===== src/rtl/keypad_cmd_scheduler.sv =====
// keypad_cmd_scheduler
//   Scans a 4x3 matrix keypad, debounces full-scan results and turns stable
//   presses into one-shot game commands on a valid/ready handshake.
//
//   Optional build macro: KEY_REPEAT_EN - auto-repeat of the held key's
//   command every REPEAT_FRAMES frames.
//
// Ports
//   clk_i        system clock
//   rst_ni       asynchronous active-low reset
//   key_col_i    column sense (100 left, 010 middle, 001 right)
//   key_row_o    one-hot row drive, 1000 -> 0100 -> 0010 -> 0001
//   cmd_valid_o  command pending
//   cmd_ready_i  consumer takes the pending command
//   cmd_o        0 up, 1 left, 2 put, 3 right, 4 undo, 5 down
//   key_value_o  debounced key code, 4'hf when nothing is held
//   drop_flag_o  sticky: a command was lost to a stalled consumer
module keypad_cmd_scheduler #(
  parameter int SCAN_DIV      = 16,
  parameter int DEB_FRAMES    = 3,
  parameter int REPEAT_FRAMES = 32
) (
  input  logic       clk_i,
  input  logic       rst_ni,
  input  logic [2:0] key_col_i,
  output logic [3:0] key_row_o,
  output logic       cmd_valid_o,
  input  logic       cmd_ready_i,
  output logic [2:0] cmd_o,
  output logic [3:0] key_value_o,
  output logic       drop_flag_o
);

  localparam int DW = $clog2(SCAN_DIV);
  localparam int CW = $clog2(DEB_FRAMES + 1);
  localparam logic [DW-1:0] DIV_LAST = DW'(SCAN_DIV - 1);
  localparam logic [CW-1:0] DEB_C    = CW'(DEB_FRAMES);
  localparam logic [3:0]    NONE     = 4'hf;

  typedef enum logic [1:0] {S_IDLE, S_PRESS, S_HELD, S_REL} state_e;

  // ---------------- scan ----------------
  logic [2:0]    sync1_q, sync2_q;
  logic [DW-1:0] div_q;
  logic [1:0]    row_q;
  logic [3:0]    acc_q, frame_q, samp, acc_next;
  logic          eval_q, row_last;

  function automatic logic [3:0] decode(input logic [1:0] row, input logic [2:0] col);
    logic [1:0] c;
    logic       ok;
    logic [3:0] k;
    c  = 2'd0;
    ok = 1'b1;
    k  = NONE;
    case (col)
      3'b100:  c = 2'd0;
      3'b010:  c = 2'd1;
      3'b001:  c = 2'd2;
      default: ok = 1'b0;   // no key, or several keys in one row
    endcase
    if (ok) begin
      case (row)
        2'd0:    k = 4'd1 + {2'b00, c};
        2'd1:    k = 4'd4 + {2'b00, c};
        2'd2:    k = 4'd7 + {2'b00, c};
        default: k = (c == 2'd0) ? 4'hc : (c == 2'd1) ? 4'h0 : 4'hd;
      endcase
    end
    return k;
  endfunction

  assign row_last = (div_q == DIV_LAST);
  assign samp     = decode(row_q, sync2_q);
  // First row in scan order holding a valid key wins the frame.
  assign acc_next = (acc_q != NONE) ? acc_q : samp;

  always_ff @(posedge clk_i or negedge rst_ni) begin
    if (!rst_ni) begin
      sync1_q <= '0;
      sync2_q <= '0;
      div_q   <= '0;
      row_q   <= '0;
      acc_q   <= NONE;
      frame_q <= NONE;
      eval_q  <= 1'b0;
    end else begin
      sync1_q <= key_col_i;
      sync2_q <= sync1_q;
      eval_q  <= 1'b0;
      if (row_last) begin
        div_q <= '0;
        row_q <= row_q + 2'd1;
        if (row_q == 2'd3) begin
          frame_q <= acc_next;
          acc_q   <= NONE;
          eval_q  <= 1'b1;
        end else begin
          acc_q <= acc_next;
        end
      end else begin
        div_q <= div_q + 1'b1;
      end
    end
  end

  assign key_row_o = 4'b1000 >> row_q;

  // ---------------- debounce ----------------
  state_e        state_q, state_d;
  logic [3:0]    cand_q, cand_d;
  logic [CW-1:0] cnt_q, cnt_d;   // press count in PRESS, release count in REL
  logic          issue, issue_all, map_ok, rep_fire;
  logic [2:0]    mcmd;

  always_comb begin
    state_d = state_q;
    cand_d  = cand_q;
    cnt_d   = cnt_q;
    issue   = 1'b0;
    if (eval_q) begin
      case (state_q)
        S_IDLE: if (frame_q != NONE) begin
          cand_d = frame_q;
          cnt_d  = {{(CW-1){1'b0}}, 1'b1};
          if (DEB_FRAMES == 1) begin
            state_d = S_HELD;
            issue   = 1'b1;
          end else begin
            state_d = S_PRESS;
          end
        end
        S_PRESS: begin
          if (frame_q == NONE) begin
            state_d = S_IDLE;
          end else if (frame_q == cand_q) begin
            cnt_d = cnt_q + 1'b1;
            if (cnt_d == DEB_C) begin
              state_d = S_HELD;
              issue   = 1'b1;
            end
          end else begin
            cand_d = frame_q;
            cnt_d  = {{(CW-1){1'b0}}, 1'b1};
          end
        end
        S_HELD: if (frame_q == NONE) begin
          cnt_d   = {{(CW-1){1'b0}}, 1'b1};
          state_d = (DEB_FRAMES == 1) ? S_IDLE : S_REL;
        end
        default: begin  // S_REL; another key while releasing is ignored
          if (frame_q == NONE) begin
            cnt_d = cnt_q + 1'b1;
            if (cnt_d == DEB_C) state_d = S_IDLE;
          end else if (frame_q == cand_q) begin
            state_d = S_HELD;
          end
        end
      endcase
    end
  end

  always_ff @(posedge clk_i or negedge rst_ni) begin
    if (!rst_ni) begin
      state_q <= S_IDLE;
      cand_q  <= NONE;
      cnt_q   <= '0;
    end else begin
      state_q <= state_d;
      cand_q  <= cand_d;
      cnt_q   <= cnt_d;
    end
  end

  assign key_value_o = (state_q == S_HELD || state_q == S_REL) ? cand_q : NONE;

`ifdef KEY_REPEAT_EN
  localparam int RW = $clog2(REPEAT_FRAMES + 1);
  localparam logic [RW-1:0] REP_C = RW'(REPEAT_FRAMES);
  logic [RW-1:0] rep_q, rep_d;

  // Counts frames spent in HELD; restarts on entry and after each repeat.
  always_comb begin
    rep_d    = rep_q;
    rep_fire = 1'b0;
    if (state_d == S_HELD) begin
      if (state_q != S_HELD) begin
        rep_d = '0;
      end else if (eval_q) begin
        rep_d = rep_q + 1'b1;
        if (rep_d == REP_C) begin
          rep_fire = 1'b1;
          rep_d    = '0;
        end
      end
    end
  end

  always_ff @(posedge clk_i or negedge rst_ni) begin
    if (!rst_ni) rep_q <= '0;
    else         rep_q <= rep_d;
  end
`else
  assign rep_fire = 1'b0;
`endif

  // ---------------- command output ----------------
  assign issue_all = issue | rep_fire;

  always_comb begin
    map_ok = 1'b1;
    mcmd   = 3'd0;
    case (cand_d)
      4'h5:    mcmd = 3'd0;
      4'h7:    mcmd = 3'd1;
      4'h8:    mcmd = 3'd2;
      4'h9:    mcmd = 3'd3;
      4'hc:    mcmd = 3'd4;
      4'h0:    mcmd = 3'd5;
      default: map_ok = 1'b0;
    endcase
  end

  logic       cmd_valid_q, drop_q;
  logic [2:0] cmd_q;

  always_ff @(posedge clk_i or negedge rst_ni) begin
    if (!rst_ni) begin
      cmd_valid_q <= 1'b0;
      cmd_q       <= 3'd0;
      drop_q      <= 1'b0;
    end else if (issue_all && map_ok) begin
      // A stalled pending command is never overwritten.
      if (cmd_valid_q && !cmd_ready_i) begin
        drop_q <= 1'b1;
      end else begin
        cmd_q       <= mcmd;
        cmd_valid_q <= 1'b1;
      end
    end else if (cmd_valid_q && cmd_ready_i) begin
      cmd_valid_q <= 1'b0;
    end
  end

  assign cmd_valid_o = cmd_valid_q;
  assign cmd_o       = cmd_q;
  assign drop_flag_o = drop_q;

endmodule


===== config.mk =====
export PLATFORM = sky130hd
export DESIGN_NAME = keypad_cmd_scheduler
export DESIGN_NICKNAME = d
export VERILOG_FILES = /design/src/rtl/keypad_cmd_scheduler.sv
export SDC_FILE = /design/constraint.sdc
export NUM_CORES = 1
export LEC_CHECK = 0
export CORE_ASPECT_RATIO = 2
export CORE_MARGIN = 3
export CORE_UTILIZATION = 51
export CTS_CLUSTER_DIAMETER = 120
export DETAILED_ROUTE_END_ITERATION = 16
export PLACE_DENSITY = 0.83
export SLEW_MARGIN = 15
export SYNTH_ARGS = -nofsm -noshare
export SYNTH_HDL_FRONTEND = slang
export SYNTH_SLANG_ARGS = --single-unit

===== constraint.sdc =====
create_clock -name clk_i -period 2.19 [get_ports clk_i]
set_clock_uncertainty 0.1 [all_clocks]
set_input_delay 0.5475 -clock clk_i [delete_from_list [all_inputs] [get_ports clk_i]]
set_output_delay 0.5475 -clock clk_i [all_outputs]
set_load 0.02 [all_outputs]

==> impl_results.md <==
- Status: finished with violations
- Violated checks: setup timing
- Post-synth top flop: dfrtp_1
- Overall power consumption: 1.225 mW
- DRC: 0
- Vias/cell: 5.397
- Final GP Congestion: 0.8340
- Dpl cells: 264
- Area leader, netlist: dfrtp_1
- Drt total wl: 4.186 mm
- Global route overflow: 0
- Worst-path fanout max: 8
- Final hold viol count: 0
- Syn nets: 206
- Switching Fraction: 0.1968
- RSZ-0062 raised after global routing: true
- Worst Setup Start Kind: flop
- IO Port Bufs: 18
- Yosys warns: 0
- Nets: 252
- Clock share of power: 0.449
- First-pass GRT wire length: 6.555 mm
- Syn Inst Count: 186
- Antenna-violating nets left: 0
- Async S/R FF share, synth: 1.000
- Largest net degree at the start of global routing: 35
- Initial core utilization: 0.5305
- Avg WL per Cell: 14.84 um
- Share of cells above drive strength 1: 0.3648
- Switching power: 0.2412 mW
- Final Util: 0.6898
- Placed instance area: 2275 um^2
- Non-filler cells, final: 282
- CTS buffer count: 5
- Area of the mapped netlist: 1934 um^2
- # IOs: 19
- Distinct cells, synth: 53
- Dpl hpwl: 2.861 mm
- Pre-antenna DRT Iters: 4
- Chip Width: 49.55 um
- Worst slew pin tran: 0.4122 ns
- Pwr dens: 487.2 nW/um^2
- CTS tree: built
- Sequential Power Share: 0.521
- Clk slew on worst S/H paths: 0.07 ns
- Row count: 31
- Minimum clock period: 2.261 ns
- Slew HR: 0.7252
- Final period util: 1.032
- Clock sinks: 34
- H-tree depth: 2
- Post-synthesis register bit count: 34
- Critical Path RT: 2.25 ns
- Avg Cell Area, Syn: 10.40 um^2
- Top-area cell type share of the netlist area: 0.2846
- WS Path Type: reg -> reg
- Leak Pwr: 1.152 nW
- Top post-synthesis cells by area: dfrtp_1 (28%), dfstp_2 (16%), ha_1 (9.1%)
- Maximum root-to-sink buffer count: 2
- Root buf cell: clkbuf_8
- Logic pwr share: 0.029
- Final setup viols: 3
- Initial antenna violation count: 0
- Internal power: 0.9841 mW
- Max_cap viols: 0
- Later-pin clock latency in the skew report: 0.28 ns
- Die Y: 93.10 um
- Overall Global Routing Usage: 0.1829
- Register area share after synthesis: 0.4476
- Fmax: 0.4423 GHz
- Critical Path Sink Type: flop
- Number of global-route vias before repair: 1,544
- WHS: 0.2516 ns
- DRT iter0 DRCs: 35
- Worst Hold Class: reg -> reg
- Final critical-path setup slack: -0.07104 ns
- Fin. max-slew vios: 0
- Max rail drop VDD: 0.5865 mV
- Die area: 4612 um^2
- Diodes inserted: 0
- Core box area: 3646 um^2
- Crit path arrival time: 2.33 ns
- Design Area, Final: 2515 um^2
- Area growth from synthesis to layout: 30.01%
- Routed vias: 1,522
- Number of synthesized flops with an enable pin: 0
## layer usage
metal / up-vias / track usage / share of wire
met5: - / 0 / 0
met4: 0 / 0.09238 / 0.032
met3: 11 / 0.03030 / 0.016
met2: 22 / 0.3562 / 0.60
met1: 752 / 0.1752 / 0.36
li1: 737 / - / -
## synth_stat cells, drive strengths merged (2+ instances only)
cell / instances
nor3: 4
clkbuf: 2
or3: 2
o21a: 2
a221o: 2
dfstp: 12
dfrtp: 22
xor2: 7
nand3: 5
inv: 13
ha: 14
nor3b: 2
nor4: 3
nand2: 17
o22a: 3
mux2: 3
buf: 5
a21oi: 6
or2: 6
nor2: 12
o31a: 2
o21ai: 20
nand2b: 2
nand4: 2
## final timing paths
check / start / endpoint / slack (ns) / depth (start not counted)
min in group asynchronous: rst_ni / cmd_valid_o / 0.55 / 2
max in group asynchronous: rst_ni / frame_q[1] / 1.09 / 2
worst min-delay path: sync1_q[2] / sync2_q[2] / 0.25 / 0
worst min register to register: sync1_q[2] / sync2_q[2] / 0.25 / 0
worst max register to register: state_q[0] / cmd_o[1] / -0.07 / 8
worst max-delay path: state_q[0] / cmd_o[1] / -0.07 / 8
## state kept, by name, indices dropped and copies added, names as in the netlist, 3 cells and up, named ones only
register / count
acc_q: 4
cand_q: 4
div_q: 4
frame_q: 4
cmd_o: 3
sync1_q: 3
sync2_q: 3
## kinds of logic (layout without fill, tap and decap cells)
group,after synthesis,in the layout,share of synthesized area
adders and majority gates,14,14,0.09056
AOI/OAI and AO/OA,44,44,0.1637
buffers and inverters,20,67,0.05628
DFF,34,34,0.4476
muxes,4,4,0.02264
xor gates and xnor gates,8,8,0.03622
and+or+nand+nor,62,62,0.1831
## worst max-delay path: stages, from the launching register on
cell and delay (ns):
dfrtp_2 0.44, inv_4 0.07, ha_4 0.18, o21ai_4 0.23
a31oi_1 0.07, o22a_2 0.28, and3b_2 0.25, o21ai_4 0.21
mux2_4 0.32
## power by group through the flow
stage	clock network [mW]	registers (mW)	logic (mW)
CTS	0.568	0.638	0.0370
detailed placement	0	0.649	0.0362
global placement	0	0.648	0.0345
finish	0.551	0.639	0.0361
floorplan	0	0.648	0.00986
global route	0.586	0.638	0.0400
## timing repair
action                     in CTS  in global routing
gates resized for setup        23                 15
buffers inserted                4                  6
setup endpoints to repair      10                 11
pin swaps                       1                  4
hold buffers                    0                  0
## final cells by class
type	instances	area [um^2]
Clock buffer	5	68.82
Inverter	13	51.30
Multi-Input combinational cell	132	1054
Clock inverter	3	40.04
Timing Repair Buffer	46	371.6
Tap cell	49	61.31
Sequential cell	34	868.3
Fill cell	293	1131
## cells in the final DEF, fill, tap and decap left out, types with 5 or more instances in the layout
master and instances:
buf_4 29, dfrtp_1 20, nand2_1 16, o21ai_0 16
inv_1 12, dfstp_2 12, ha_1 10, clkdlybuf4s50_1 10
nor2_1 9, xor2_1 7, or2_2 6, nand3_1 5
a21oi_1 5, clkbuf_8 5
## metrics by stage
step	setup WS, ns	setup TNS, ns
2_1_floorplan	0.005228	0
3_3_place_gp	-0.1036	-0.5614
3_5_place_dp	-0.1563	-0.9514
4_1_cts	-0.06402	-0.1848
5_1_grt	-0.1229	-0.3636
6_report	-0.07104	-0.1663
(Power assumes the default switching activity.)
==> patch 1, RTL diff (same flow settings) <==
`DEB_FRAMES`: 3 -> 2.
--- a/src/rtl/keypad_cmd_scheduler.sv
+++ b/src/rtl/keypad_cmd_scheduler.sv
@@ -19,3 +19,3 @@
   parameter int SCAN_DIV      = 16,
-  parameter int DEB_FRAMES    = 3,
+  parameter int DEB_FRAMES    = 2,
   parameter int REPEAT_FRAMES = 32
Function: no difference found for any inputs over 10 cycles, from zero or initial values and one cycle with rst_ni low; that may be too few to reach the edited logic, so the function may still have changed.
==> patch 1 against the original RTL <==
The flow still finishes with violations (setup timing); power decreased by 6.1%; sequential cell count unchanged; global-route usage increased by 2.8 points; design area down 3.6%; synthesized area decreased by 2.6%; setup slack worse by 0.011 ns; wire length grew 5.9%; critical endpoint unchanged; largest power group unchanged.
==> patch 1: results (changes against the original RTL) <==
Status -> finished with violations
Failing checks -> setup timing
Syn nets -> 202 (-1.9%)
Max incr delay on CP -> 0.40 ns (-0.04 ns)
Gr usage total -> 21.0% (+2.8 points)
Hold slack -> 0.258 ns (+0.00670 ns)
Crit path to -> cmd_o[1]
Synth top cells by count -> dfrtp_1, nand2_1, o21ai_0
CTS Buf Count -> 5 (unchanged)
CTS H-Tree Depth -> 2 (unchanged)
Post-synth top flop -> dfrtp_1
Initial antenna violation count -> 0 (unchanged)
Crit-path slowest cell -> dfrtp_1
Layout cells sized above 1 -> 33.6% (-2.9 points)
Vias in the first global route -> 1543 (-0.065%)
Clk root buf -> clkbuf_8
Post-synthesis adder-cell area fraction -> 9.30% (+0.24 points)
Unique masters post-synth -> 43 (-19%)
Clk_lat worst skew -> 0.29 ns
Clk buf depth -> 2 (unchanged)
Port buffer count -> 18 (unchanged)
Min-delay src -> sync1_q[1]
WS Path Type -> flop to flop
XOR/XNOR Fraction of Synth Area -> 3.72% (+0.096 points)
Vias per cell -> 5.46 (+1.2%)
Final ANT Viol Nets -> 0 (unchanged)
Final WS setup -> -0.0823 ns (-0.0113 ns)
DP Wirelength -> 3.28 mm (+15%)
Async set-reset flop share out of synthesis -> 100% (unchanged)
Max rail drop VDD -> 0.000529 V (-9.8%)
Reg2Reg Depth -> 10 (+2)
Fillers -> 280 (-4.4%)
Clock transition at the registers of the reported paths -> 0.07 ns (about the same)
Global-route wire length before repair -> 7.27 mm (+11%)
Sequential fraction of the synthesis area -> 45.9% (+1.2 points)
Worst Hold Class -> flop to flop
CP top delay family -> compound AO/OA/AOI/OAI gates
Placer Congestion -> 0.872 (+4.5%)
Pre-Repair DR Iteration Count -> 6 (+2)
WL per Instance -> 16.0 µm (+7.9%)
Worst slew margin -> 72.4% (-0.11 points)
Synth area leaders -> dfrtp_1, dfstp_2, ha_1
Crit Path Max Fanout -> 7 (-1)
Endpoints failing setup -> 7 (+4)
Fin nets -> 248 (-1.6%)
Syn. warnings -> 0 (unchanged)
Hold Path Sink -> sync2_q[1]
CP arrival -> 2.35 ns (+0.02 ns)
P_leak -> 1.13 nW (-1.6%)
Initial drt markers -> 30 (-14%)
Largest net degree at the start of global routing -> 35 (unchanged)
Worst hold stages -> 0 (unchanged)
Worst R2R Start -> state_q[0]
Mux cell area share after synthesis -> 3.19% (+0.92 points)
Synth Area in Compound Gates -> 18.1% (+1.7 points)
ANT cells -> 0 (unchanged)
patch 1: changes by cell type after synthesis, moves of 2 or more:
| cell | delta |
|---|---|
| a21oi_1 | +3 |
| buf_6 | -3 |
| inv_1 | +2 |
| mux2_2 | -2 |
| mux2_4 | +2 |
| mux2i_1 | +2 |
| nor3b_2 | +2 |
| nor4_1 | -2 |
| o21a_1 | -2 |
| o22a_2 | +2 |
| o22ai_2 | +3 |
patch 1: where the power goes:
group          internal [mW]  switching [mW]  total [mW]  leakage [nW]
Sequential             0.635         0.00356       0.638         0.397
Combinational         0.0149          0.0207      0.0357         0.690
Clock                  0.252           0.225       0.477        0.0472
patch 1: routing by layer:
metal | track usage (%) | up-vias | routed length [µm]
met5 | 0 | - | 0
met4 | 9.50 | 0 | 139
met3 | 3.25 | 15 | 89
met2 | 43.1 | 29 | 2730
met1 | 19.0 | 744 | 1480
li1 | - | 725 | -
patch 1: cell type report:
| type | instances | area (µm²) | area share [%] |
|---|---|---|---|
| clock buffers | 6 | 82.6 | 3.41 |
| multi-input cells | 129 | 996 | 41.1 |
| well taps | 48 | 60.1 | 2.48 |
| repair buffers | 43 | 350 | 14.5 |
| clock inverters | 2 | 12.5 | 0.516 |
| inverters | 15 | 56.3 | 2.32 |
| flip-flops and latches | 34 | 866 | 35.7 |
patch 1: per-stage QoR:
stage	instances	TNS [ns]	instance area, µm²	worst slack [ns]
global placement	261	0	2250	0.0112
finish	277	-0.208	2420	-0.0823
CTS	269	-0.264	2340	-0.0798
floorplan	182	0	1910	0.000712
global route	277	-0.686	2420	-0.145
detailed placement	261	-0.215	2250	-0.0471
patch 1: repair_timing:
action | in CTS | in global routing
buffers inserted | 0 | 8
endpoints found under the setup margin | 11 | 9
gates resized for setup | 19 | 10
pin swaps | 6 | 4
==> patch 2, RTL diff (same flow settings) <==
Without the edit above. Re-encode `state_e` (4 states) as one-hot, 4 bits wide.
--- a/src/rtl/keypad_cmd_scheduler.sv
+++ b/src/rtl/keypad_cmd_scheduler.sv
@@ -39,3 +39,3 @@
 
-  typedef enum logic [1:0] {S_IDLE, S_PRESS, S_HELD, S_REL} state_e;
+  typedef enum logic [3:0] {S_IDLE = 4'b0001, S_PRESS = 4'b0010, S_HELD = 4'b0100, S_REL = 4'b1000} state_e;
 
Function: same outputs for any inputs over 10 cycles, from zero or initial values and one cycle with rst_ni low; not proved beyond that.
==> patch 2 against the original RTL <==
The flow still finishes with violations (setup timing); setup slack got worse by 0.046 ns; sequential cell count rose by 2; cell count rose by 4.3%; count of clock-buffer cells in the layout did not move; sequential share of layout area fell by 0.62 points; wire length rose by 17%; synthesized area rose by 4.3%; non-clock buffer count fell by 1; power rose by 6.0%; design area rose by 7.6%; largest power group unchanged.
==> patch 2: results (changes against the original RTL) <==
Initial antenna violation count -> 0 (unchanged)
Cell area power density -> 480 mW/mm² (-1.4%)
Unique masters post-synth -> 50 (-5.7%)
Vias in the first global route -> 1689 (+9.4%)
Pre-Repair DR Iteration Count -> 4 (unchanged)
Final WS setup -> -0.117 ns (-0.0463 ns)
Global-route wire length before repair -> 7.37 mm (+12%)
Synth top cells by count -> dfrtp_1, o21ai_0, nand2_1
Syn nets -> 214 (+3.9%)
P_leak -> 1.25 nW (+8.8%)
Vias per cell -> 5.67 (+5.0%)
Met2 WL post-DR -> 2.76 mm (+11%)
Clk root buf -> clkbuf_8
Async set-reset flop share out of synthesis -> 100% (unchanged)
CP arrival -> 1.66 ns (-0.67 ns)
Status -> finished with violations
CTS Buf Count -> 5 (unchanged)
CTS H-Tree Depth -> 2 (unchanged)
Clock transition at the registers of the reported paths -> 0.08 ns
ANT cells -> 0 (unchanged)
Sequential fraction of the synthesis area -> 45.5% (+0.71 points)
WS Path Type -> flop to output port
Fillers -> 252 (-14%)
Crit-path slowest cell -> dfrtp_1
Clk_lat worst skew -> 0.30 ns (+0.02 ns)
Synth area leaders -> dfrtp_1, dfstp_2, ha_1
Min-delay src -> sync1_q[2]
Port buffer count -> 18 (unchanged)
Worst Hold Class -> flop to flop
Met3 routed WL -> 156 µm (+130%)
Max rail drop VDD -> 0.000355 V (-39%)
CP top delay family -> simple AND/OR/NAND/NOR gates
WL per Instance -> 16.6 µm (+12%)
Fin nets -> 260 (+3.2%)
Failing checks -> setup timing
Hold Vio Cnt, Final -> 0 (unchanged)
Initial drt markers -> 29 (-17%)
Placer Congestion -> 0.905 (+8.5%)
Gr usage total -> 20.8% (+2.5 points)
DP Wirelength -> 3.31 mm (+16%)
Largest net degree at the start of global routing -> 37 (+5.7%)
Layout cells sized above 1 -> 34.7% (-1.8 points)
Worst-Margin Slew -> 0.448 ns (+0.0359 ns)
Post-synth top flop -> dfrtp_1
Endpoints failing setup -> 11 (+8)
Max incr delay on CP -> 0.42 ns (-0.02 ns)
# DRC -> 0 (unchanged)
Worst R2R Start -> state_q[3]
Syn. warnings -> 0 (unchanged)
Routed met1 length -> 1.65 mm (+11%)
Crit Path Max Fanout -> 4 (-4)
Top sig layer -> met4
Clk buf depth -> 2 (unchanged)
==> patch 2: layout make-up <==
type / count / area, µm² / area share [%]
well taps: 49 / 61.3 / 2.27
repair buffers: 45 / 399 / 14.8
clock inverters: 3 / 42.5 / 1.57
flip-flops and latches: 36 / 917 / 33.9
clock buffers: 5 / 68.8 / 2.54
multi-input cells: 142 / 1160 / 43.0
inverters: 14 / 52.6 / 1.94
==> patch 2: path summary, 6_finish.rpt <==
check	to	slack, ns	cells past startpoint
max	key_value_o[3]	-0.12	4
min in group asynchronous	eval_q	0.56	2
max in group asynchronous	cand_q[1]	1.08	2
max reg2reg	state_q[1]	-0.07	7
min reg2reg	sync2_q[2]	0.25	0
min	sync2_q[2]	0.25	0
==> patch 2: repair_timing <==
item                                   in CTS  in global routing
pin swaps                                   2                  4
gates resized for setup                    36                 25
buffers inserted                            1                  3
setup endpoints to repair                  15                 13
endpoints found under the hold margin       0                  0
==> patch 2: through the flow <==
| step | total power [mW] | std cells | setup WS, ns | TNS, ns | area [µm²] |
|---|---|---|---|---|---|
| after detailed placement | 0.723 | 282 | -0.144 | -0.739 | 2400 |
| final | 1.30 | 294 | -0.117 | -0.747 | 2710 |
| after CTS | 1.30 | 291 | -0.0787 | -0.0952 | 2560 |
| after floorplan | 0.696 | 198 | 0.0882 | 0 | 2020 |
| after global placement | 0.722 | 282 | -0.127 | -0.528 | 2400 |
| after global routing | 1.34 | 294 | -0.139 | -1.23 | 2710 |
==> patch 2: logic make-up (layout without fill, tap and decap cells) <==
kind of cell	Yosys count	in the layout	share of synthesized area, %
AOI/OAI and AO/OA	45	45	15.1
xor gates and xnor gates	10	10	4.72
and+or+nand+nor	72	72	21.8
buffers and inverters	20	67	3.97
adders and majority gates	10	10	6.20
DFF	36	36	45.5
muxes	5	5	2.73
==> patch 2: worst register-to-register path, delay by kind of cell (launching register included) <==
family | cells | cell delay, ns
AND/OR/NAND/NOR | 3 | 0.83
multiplexers | 1 | 0.32
AO/OA/AOI/OAI | 1 | 0.13
flip-flops | 1 | 0.42
buffers and inverters | 2 | 0.35
==> patch 2: power by group <==
part	switching (mW)	leakage (nW)	internal (mW)	total, mW
sequential	0.00298	0.417	0.671	0.674
combinational	0.0208	0.783	0.0150	0.0358
clock	0.252	0.0541	0.337	0.589
==> patch 2: metal layers <==
metal | vias to the layer above | GRT usage, %
met5 | - | 0
met4 | 0 | 14.8
li1 | 788 | -
met3 | 25 | 3.63
met2 | 41 | 38.8
met1 | 812 | 19.5
